===== config.mk =====
export PLATFORM = sky130hd
export DESIGN_NAME = mem_wb_pipe
export DESIGN_NICKNAME = d
export VERILOG_FILES = /design/src/rtl/mem_wb_pipe_pkg.sv /design/src/rtl/mem_wb_pipe_slot.sv /design/src/rtl/mem_wb_pipe.sv
export SDC_FILE = /design/constraint.sdc
export NUM_CORES = 1
export LEC_CHECK = 0
export BUFFER_PORTS_ARGS = -buffer_cell sky130_fd_sc_hd__buf_2
export CORE_ASPECT_RATIO = 1.5
export CORE_MARGIN = 2
export CORE_UTILIZATION = 30
export CTS_CLUSTER_DIAMETER = 50
export DETAILED_ROUTE_END_ITERATION = 10
export GPL_TIMING_DRIVEN = 0
export PLACE_DENSITY = 0.6
export SLEW_MARGIN = 20
export SYNTH_ARGS = -nofsm -noshare
export SYNTH_HDL_FRONTEND = slang
export SYNTH_SLANG_ARGS = --single-unit

===== constraint.sdc =====
create_clock -name i_clk -period 2.65 [get_ports i_clk]
set_clock_uncertainty 0.15 [all_clocks]
set_input_delay 0.1325 -clock i_clk [delete_from_list [all_inputs] [get_ports i_clk]]
set_output_delay 0.1325 -clock i_clk [all_outputs]
set_load 0.05 [all_outputs]

===== src/rtl/mem_wb_pipe_pkg.sv =====
// mem_wb_pipe_pkg: default widths, lane layout, constants and occupancy encoding shared by the MEM->WB stage.
package mem_wb_pipe_pkg;
    localparam int DEF_ISSUE_WIDTH    = 2;
    localparam int DEF_DATA_WIDTH     = 32;
    localparam int DEF_REG_ADDR_WIDTH = 5;
    localparam int DEF_PC_WIDTH       = 32;
    localparam int DEF_INST_WIDTH     = 32;
    localparam logic [DEF_REG_ADDR_WIDTH-1:0] NOP_REG_ADDR = '0;
    localparam logic [DEF_DATA_WIDTH-1:0]     ZERO_WORD    = '0;
    localparam logic [1:0] ST_EMPTY  = 2'd0;
    localparam logic [1:0] ST_ONE    = 2'd1;
    localparam logic [1:0] ST_TWO    = 2'd2;
    localparam logic [1:0] RST_STATE = ST_EMPTY;
    typedef struct packed {
        logic [DEF_REG_ADDR_WIDTH-1:0] wd;
        logic                          wreg;
        logic [DEF_DATA_WIDTH-1:0]     wdata;
        logic                          llbit_we;
        logic                          llbit_value;
        logic [DEF_PC_WIDTH-1:0]       pc;
        logic [DEF_INST_WIDTH-1:0]     instr;
    } lane_t;
endpackage


===== src/rtl/mem_wb_pipe_slot.sv =====
// mem_wb_pipe_slot: one bundle register with per-lane valid; lanes captured as invalid are stored as all-zero.
module mem_wb_pipe_slot #(
    parameter int LANES  = 2,
    parameter int LANE_W = 8
) (
    input  logic                    i_clk,
    input  logic                    i_rst_n,
    input  logic                    i_clear,
    input  logic                    i_load,
    input  logic [LANES-1:0]        i_valid,
    input  logic [LANES*LANE_W-1:0] i_data,
    output logic [LANES-1:0]        o_valid,
    output logic [LANES*LANE_W-1:0] o_data
);
    logic [LANES-1:0]        r_valid;
    logic [LANES*LANE_W-1:0] r_data;
    logic [LANES*LANE_W-1:0] w_masked;
    for (genvar i = 0; i < LANES; i++) begin : g_mask
        assign w_masked[i*LANE_W +: LANE_W] = i_valid[i] ? i_data[i*LANE_W +: LANE_W] : '0;
    end
    always_ff @(posedge i_clk or negedge i_rst_n) begin
        if (!i_rst_n) begin
            r_valid <= '0;
            r_data  <= '0;
        end else if (i_clear) begin
            r_valid <= '0;
            r_data  <= '0;
        end else if (i_load) begin
            r_valid <= i_valid;
            r_data  <= w_masked;
        end
    end
    assign o_valid = r_valid;
    assign o_data  = r_data;
endmodule


===== src/rtl/mem_wb_pipe.sv =====
// mem_wb_pipe: MEM->WB register with a one-entry skid buffer; write and commit strobes fire once per instruction.
module mem_wb_pipe
    import mem_wb_pipe_pkg::*;
#(
    parameter int ISSUE_WIDTH    = DEF_ISSUE_WIDTH,
    parameter int DATA_WIDTH     = DEF_DATA_WIDTH,
    parameter int REG_ADDR_WIDTH = DEF_REG_ADDR_WIDTH,
    parameter int PC_WIDTH       = DEF_PC_WIDTH,
    parameter int INST_WIDTH     = DEF_INST_WIDTH
) (
    input  logic                               i_clk,
    input  logic                               i_rst_n,
    input  logic                               i_flush,
    input  logic [ISSUE_WIDTH-1:0]             i_mem_valid,
    output logic                               o_mem_ready,
    input  logic [ISSUE_WIDTH*REG_ADDR_WIDTH-1:0] i_mem_wd,
    input  logic [ISSUE_WIDTH-1:0]             i_mem_wreg,
    input  logic [ISSUE_WIDTH*DATA_WIDTH-1:0]  i_mem_wdata,
    input  logic [ISSUE_WIDTH*PC_WIDTH-1:0]    i_mem_inst_pc,
    input  logic [ISSUE_WIDTH*INST_WIDTH-1:0]  i_mem_instr,
    input  logic [ISSUE_WIDTH-1:0]             i_mem_llbit_we,
    input  logic [ISSUE_WIDTH-1:0]             i_mem_llbit_value,
    input  logic                               i_wb_ready,
    output logic                               o_wb_valid,
    output logic [ISSUE_WIDTH*REG_ADDR_WIDTH-1:0] o_wb_wd,
    output logic [ISSUE_WIDTH-1:0]             o_wb_wreg,
    output logic [ISSUE_WIDTH*DATA_WIDTH-1:0]  o_wb_wdata,
    output logic [ISSUE_WIDTH-1:0]             o_wb_llbit_we,
    output logic [ISSUE_WIDTH-1:0]             o_wb_llbit_value,
    output logic [ISSUE_WIDTH-1:0]             o_debug_commit_valid,
    output logic [ISSUE_WIDTH*PC_WIDTH-1:0]    o_debug_commit_pc,
    output logic [ISSUE_WIDTH*INST_WIDTH-1:0]  o_debug_commit_instr
);
    localparam int LANE_W  = REG_ADDR_WIDTH + DATA_WIDTH + PC_WIDTH + INST_WIDTH + 3;
    localparam int O_PC    = INST_WIDTH;
    localparam int O_LLV   = INST_WIDTH + PC_WIDTH;
    localparam int O_LLE   = O_LLV + 1;
    localparam int O_WDATA = O_LLV + 2;
    localparam int O_WREG  = O_WDATA + DATA_WIDTH;
    localparam int O_WD    = O_WREG + 1;
    logic [1:0]                    r_state;
    logic [1:0]                    w_state_nxt;
    logic                          w_in_fire;
    logic                          w_out_fire;
    logic                          w_h_load;
    logic                          w_h_clear;
    logic                          w_s_load;
    logic                          w_s_clear;
    logic [ISSUE_WIDTH-1:0]        w_h_vld;
    logic [ISSUE_WIDTH-1:0]        w_s_vld;
    logic [ISSUE_WIDTH-1:0]        w_h_vld_in;
    logic [ISSUE_WIDTH-1:0]        w_commit;
    logic [ISSUE_WIDTH*LANE_W-1:0] w_in_data;
    logic [ISSUE_WIDTH*LANE_W-1:0] w_h_data;
    logic [ISSUE_WIDTH*LANE_W-1:0] w_s_data;
    logic [ISSUE_WIDTH*LANE_W-1:0] w_h_data_in;
    // Handshake decodes come only from the state register, so ready never depends on wb_ready.
    assign o_mem_ready = (r_state != ST_TWO);
    assign o_wb_valid  = (r_state != ST_EMPTY);
    assign w_in_fire   = (|i_mem_valid) & o_mem_ready;
    assign w_out_fire  = o_wb_valid & i_wb_ready;
    assign w_commit    = {ISSUE_WIDTH{w_out_fire}} & w_h_vld;
    always_comb begin
        w_h_load    = ~i_flush & ((r_state == ST_TWO) ? w_out_fire : (w_in_fire & ((r_state == ST_EMPTY) | w_out_fire)));
        w_h_clear   = i_flush | ((r_state == ST_ONE) & w_out_fire & ~w_in_fire);
        w_s_load    = ~i_flush & (r_state == ST_ONE) & w_in_fire & ~w_out_fire;
        w_s_clear   = i_flush | ((r_state == ST_TWO) & w_out_fire);
        w_h_vld_in  = (r_state == ST_TWO) ? w_s_vld : i_mem_valid;
        w_h_data_in = (r_state == ST_TWO) ? w_s_data : w_in_data;
        w_state_nxt = i_flush ? ST_EMPTY :
                      (r_state == ST_EMPTY) ? (w_in_fire ? ST_ONE : ST_EMPTY) :
                      (r_state == ST_ONE) ? ((w_in_fire & ~w_out_fire) ? ST_TWO :
                                             (~w_in_fire & w_out_fire) ? ST_EMPTY : ST_ONE) :
                      (w_out_fire ? ST_ONE : ST_TWO);
    end
    always_ff @(posedge i_clk or negedge i_rst_n) begin
        if (!i_rst_n) r_state <= RST_STATE;
        else          r_state <= w_state_nxt;
    end
    mem_wb_pipe_slot #(.LANES(ISSUE_WIDTH), .LANE_W(LANE_W)) u_head (
        .i_clk   (i_clk),
        .i_rst_n (i_rst_n),
        .i_clear (w_h_clear),
        .i_load  (w_h_load),
        .i_valid (w_h_vld_in),
        .i_data  (w_h_data_in),
        .o_valid (w_h_vld),
        .o_data  (w_h_data)
    );
    mem_wb_pipe_slot #(.LANES(ISSUE_WIDTH), .LANE_W(LANE_W)) u_skid (
        .i_clk   (i_clk),
        .i_rst_n (i_rst_n),
        .i_clear (w_s_clear),
        .i_load  (w_s_load),
        .i_valid (i_mem_valid),
        .i_data  (w_in_data),
        .o_valid (w_s_vld),
        .o_data  (w_s_data)
    );
    for (genvar i = 0; i < ISSUE_WIDTH; i++) begin : g_lane
        logic [LANE_W-1:0] w_h_lane;
        assign w_in_data[i*LANE_W +: LANE_W] = {i_mem_wd[i*REG_ADDR_WIDTH +: REG_ADDR_WIDTH], i_mem_wreg[i],
                                                i_mem_wdata[i*DATA_WIDTH +: DATA_WIDTH], i_mem_llbit_we[i],
                                                i_mem_llbit_value[i], i_mem_inst_pc[i*PC_WIDTH +: PC_WIDTH],
                                                i_mem_instr[i*INST_WIDTH +: INST_WIDTH]};
        assign w_h_lane = w_h_data[i*LANE_W +: LANE_W];
        assign o_wb_wd[i*REG_ADDR_WIDTH +: REG_ADDR_WIDTH] = w_h_lane[O_WD +: REG_ADDR_WIDTH];
        assign o_wb_wdata[i*DATA_WIDTH +: DATA_WIDTH]      = w_h_lane[O_WDATA +: DATA_WIDTH];
        assign o_wb_llbit_value[i]                         = w_h_lane[O_LLV];
        assign o_wb_wreg[i]                                = w_commit[i] & w_h_lane[O_WREG];
        assign o_wb_llbit_we[i]                            = w_commit[i] & w_h_lane[O_LLE];
        assign o_debug_commit_pc[i*PC_WIDTH +: PC_WIDTH]   = w_commit[i] ? w_h_lane[O_PC +: PC_WIDTH] : '0;
        assign o_debug_commit_instr[i*INST_WIDTH +: INST_WIDTH] = w_commit[i] ? w_h_lane[0 +: INST_WIDTH] : '0;
    end
    assign o_debug_commit_valid = w_commit;
endmodule


==> out/results.txt <==
Run status: finished, final reports clean
Clk slew on worst S/H paths: 0.06 ns
Highest clock rate: 392 MHz
FF/Latch Area: 10600 sq um
Critical Path Max Stage Delay: 0.59 ns
WL final: 60600 microns
I/O Pins: 426
CP Data Arrival Time: 2.90 ns
Core Area: 61100 sq um
Die W: 207 microns
Post-synth EDFFs: 0
Post-synthesis sequential area ratio: 56.9%
Number of buffers created by CTS: 48
Largest net degree at the start of global routing: 100
Syn_area_per_cell: 13.1 sq um
Nets@finish: 2329
Die ar.: 63900 sq um
Initial Util: 30.3%
PD cells: 612 nW/um^2
Syn Nets: 1633
Synth Register Bits: 422
First-pass GRT wire length: 93500 microns
Fillers: 5781
VDD IR max: 0.413 mV
DRC violations left: 0
Worst-skew pair later-pin latency: 0.60 ns
CTS Buffer Depth: 3
Final hold violation count: 0
Vias in the first global route: 15900
Kind of start point of the critical path: register
Max Cap Violations: 0
DRT iter0 DRCs: 748
Clock Tree Root: clkbuf_16
Avg Vias per Cell: 4.99
Clock sinks: 422
Slew Limit Fails: 0
Via Count: 14700
Least-Margin Pin Slew: 0.841 ns
Antenna-violating nets left: 0
DP HPWL: 41500 microns
Gr usage total: 18.5%
Total leakage power: 12.4 nW
RSZ-0062 raised after global routing: no
Crit. End Element: register
WP data required: 3.00 ns
Std cell rows: 111
Commonest non-fill, non-tap cell in the layout: buf_2
Initial antenna violation count: 7
Ys Warns: 0
Syn-to-layout area delta: 39.3%
Worst Path Max Fanout: 10
Area occupied by multi-input gates: 6810 sq um
Predominant post-synthesis flop cell: dfrtp_1
H-tree Lvls: 2
1st-pass router iterations: 5
Overflow left after global routing: 0
DR WL/cell: 20.6 microns
Most frequent cells in the layout: buf_2 (435), dfrtp_1 (420), dlygate4sd3_1 (215)
Placed cells: 2639
Slowest stage cell, crit path: buf_1
Normalized max-slew margin: 43.9%
CTS tree: built
Final Util: 42.3%
Overall power: 15.8 mW
Non-filler instance count after layout: 2947
Mapped cell area: 18500 sq um
Setup-failing EPs final: 0
HP Class: in -> reg
Post-route cell area: 25800 sq um
IO Port Bufs: 425
Gpl congestion: 0.790
Tmin final: 2.55 ns
Cells after Synth: 1419
Layout cells sized above 1: 31.7%
Worst path cell trace: buf_4 -> nor2b_4 -> inv_2 -> a32o_1 -> buf_2 -> buf_1 -> o2bb2ai_1
Share of synthesized registers carrying an async set or reset: 100%
Count of cell types in the netlist: 33
Die extent in y: 309 microns
Setup_tns: 0 ns
Setup CP Type: reg -> reg
Fin crit share: 96.2%
Cell Area, Placed: 21800 sq um
[logic make-up after synthesis]
family | share of synthesized area, %
mux | 11.3
flops | 56.9
compound gates | 20.3
buf+inv | 6.41
simple gates | 4.98
[through the flow]
stage,hold WS (ns),setup slack [ns]
2_1_floorplan,-0.313,0.198
6_report,0.144,0.101
3_5_place_dp,-0.0593,-0.164
3_3_place_gp,0.216,-7.10
5_1_grt,0.133,0.00290
4_1_cts,0.0870,0.00136
[area by class of cell]
cell class,instances,area share (%)
Multi-Input combinational cell,788,26.4
Clock inverter,19,0.920
Clock buffer,68,5.30
Inverter,3,0.0436
Antenna cell,4,0.0388
Timing Repair Buffer,647,17.8
Tap cell,791,3.83
Buffer,205,4.83
Sequential cell,422,40.9
[cell usage after synthesis (3+ instances only)]
master     number  area (sq um)
dfrtp_1       422         10600
a22o_1        208          1820
mux2i_1       208          2080
o2bb2ai_1     208          1820
and2_1        134           838
buf_4          78           586
buf_2          71           355
clkbuf_1       40           150
buf_1          14          52.6
a21oi_1         3          15.0
buf_6           3          33.8
nor2_1          3          11.3
[flip-flops by register name, summed over array words and instances, names as in the netlist]
signal	flops
u_head.o_valid	2
u_skid.o_valid	2
u_skid.o_data	208
u_head.o_data	208
r_state	2
[worst paths after layout]
path                                                    from                             end  slack (ns)  depth (start not counted)
min in group asynchronous                            i_rst_n   u_skid.o_data[74]$_DFFE_PN0P_        0.55                          4
worst max register to register          r_state[1]$_DFF_PN0_   u_head.o_data[98]$_DFFE_PN0P_        0.10                          7
worst max-delay path                    r_state[1]$_DFF_PN0_   u_head.o_data[98]$_DFFE_PN0P_        0.10                          7
max in group asynchronous                            i_rst_n  u_head.o_data[141]$_DFFE_PN0P_        0.85                          5
worst min-delay path                       i_mem_inst_pc[37]  u_skid.o_data[141]$_DFFE_PN0P_        0.14                          3
worst min register to register  u_head.o_data[3]$_DFFE_PN0P_    u_head.o_data[3]$_DFFE_PN0P_        0.33                          1
[what timing repair did]
item	CTS	global route
hold buffers	216	0
endpoints found under the hold margin	646	0
pin swaps	2	1
setup endpoints to repair	134	80
setup buffers	2	0
gates resized for setup	90	5
[report_power, final]
| group | internal [mW] | switching [mW] |
|---|---|---|
| Sequential | 6.72 | 0.161 |
| Clock | 4.02 | 2.85 |
| Combinational | 0.830 | 1.22 |
| Total | 11.6 | 4.23 |
[worst max-delay path: cells and delay by family, from the launching register on]
family	cells	cell delay, ns
buffers and inverters	4	1.29
AOI/OAI and AO/OA	2	0.45
DFF	1	0.40
and+or+nand+nor	1	0.14
[per-layer routing]
layer	track usage (%)	part of all wire [%]
met2	31.3	49
met1	22.8	42
met4	8.90	4.6
met5	0	0.068
met3	3.51	4.7
(Power assumes the default switching activity.)
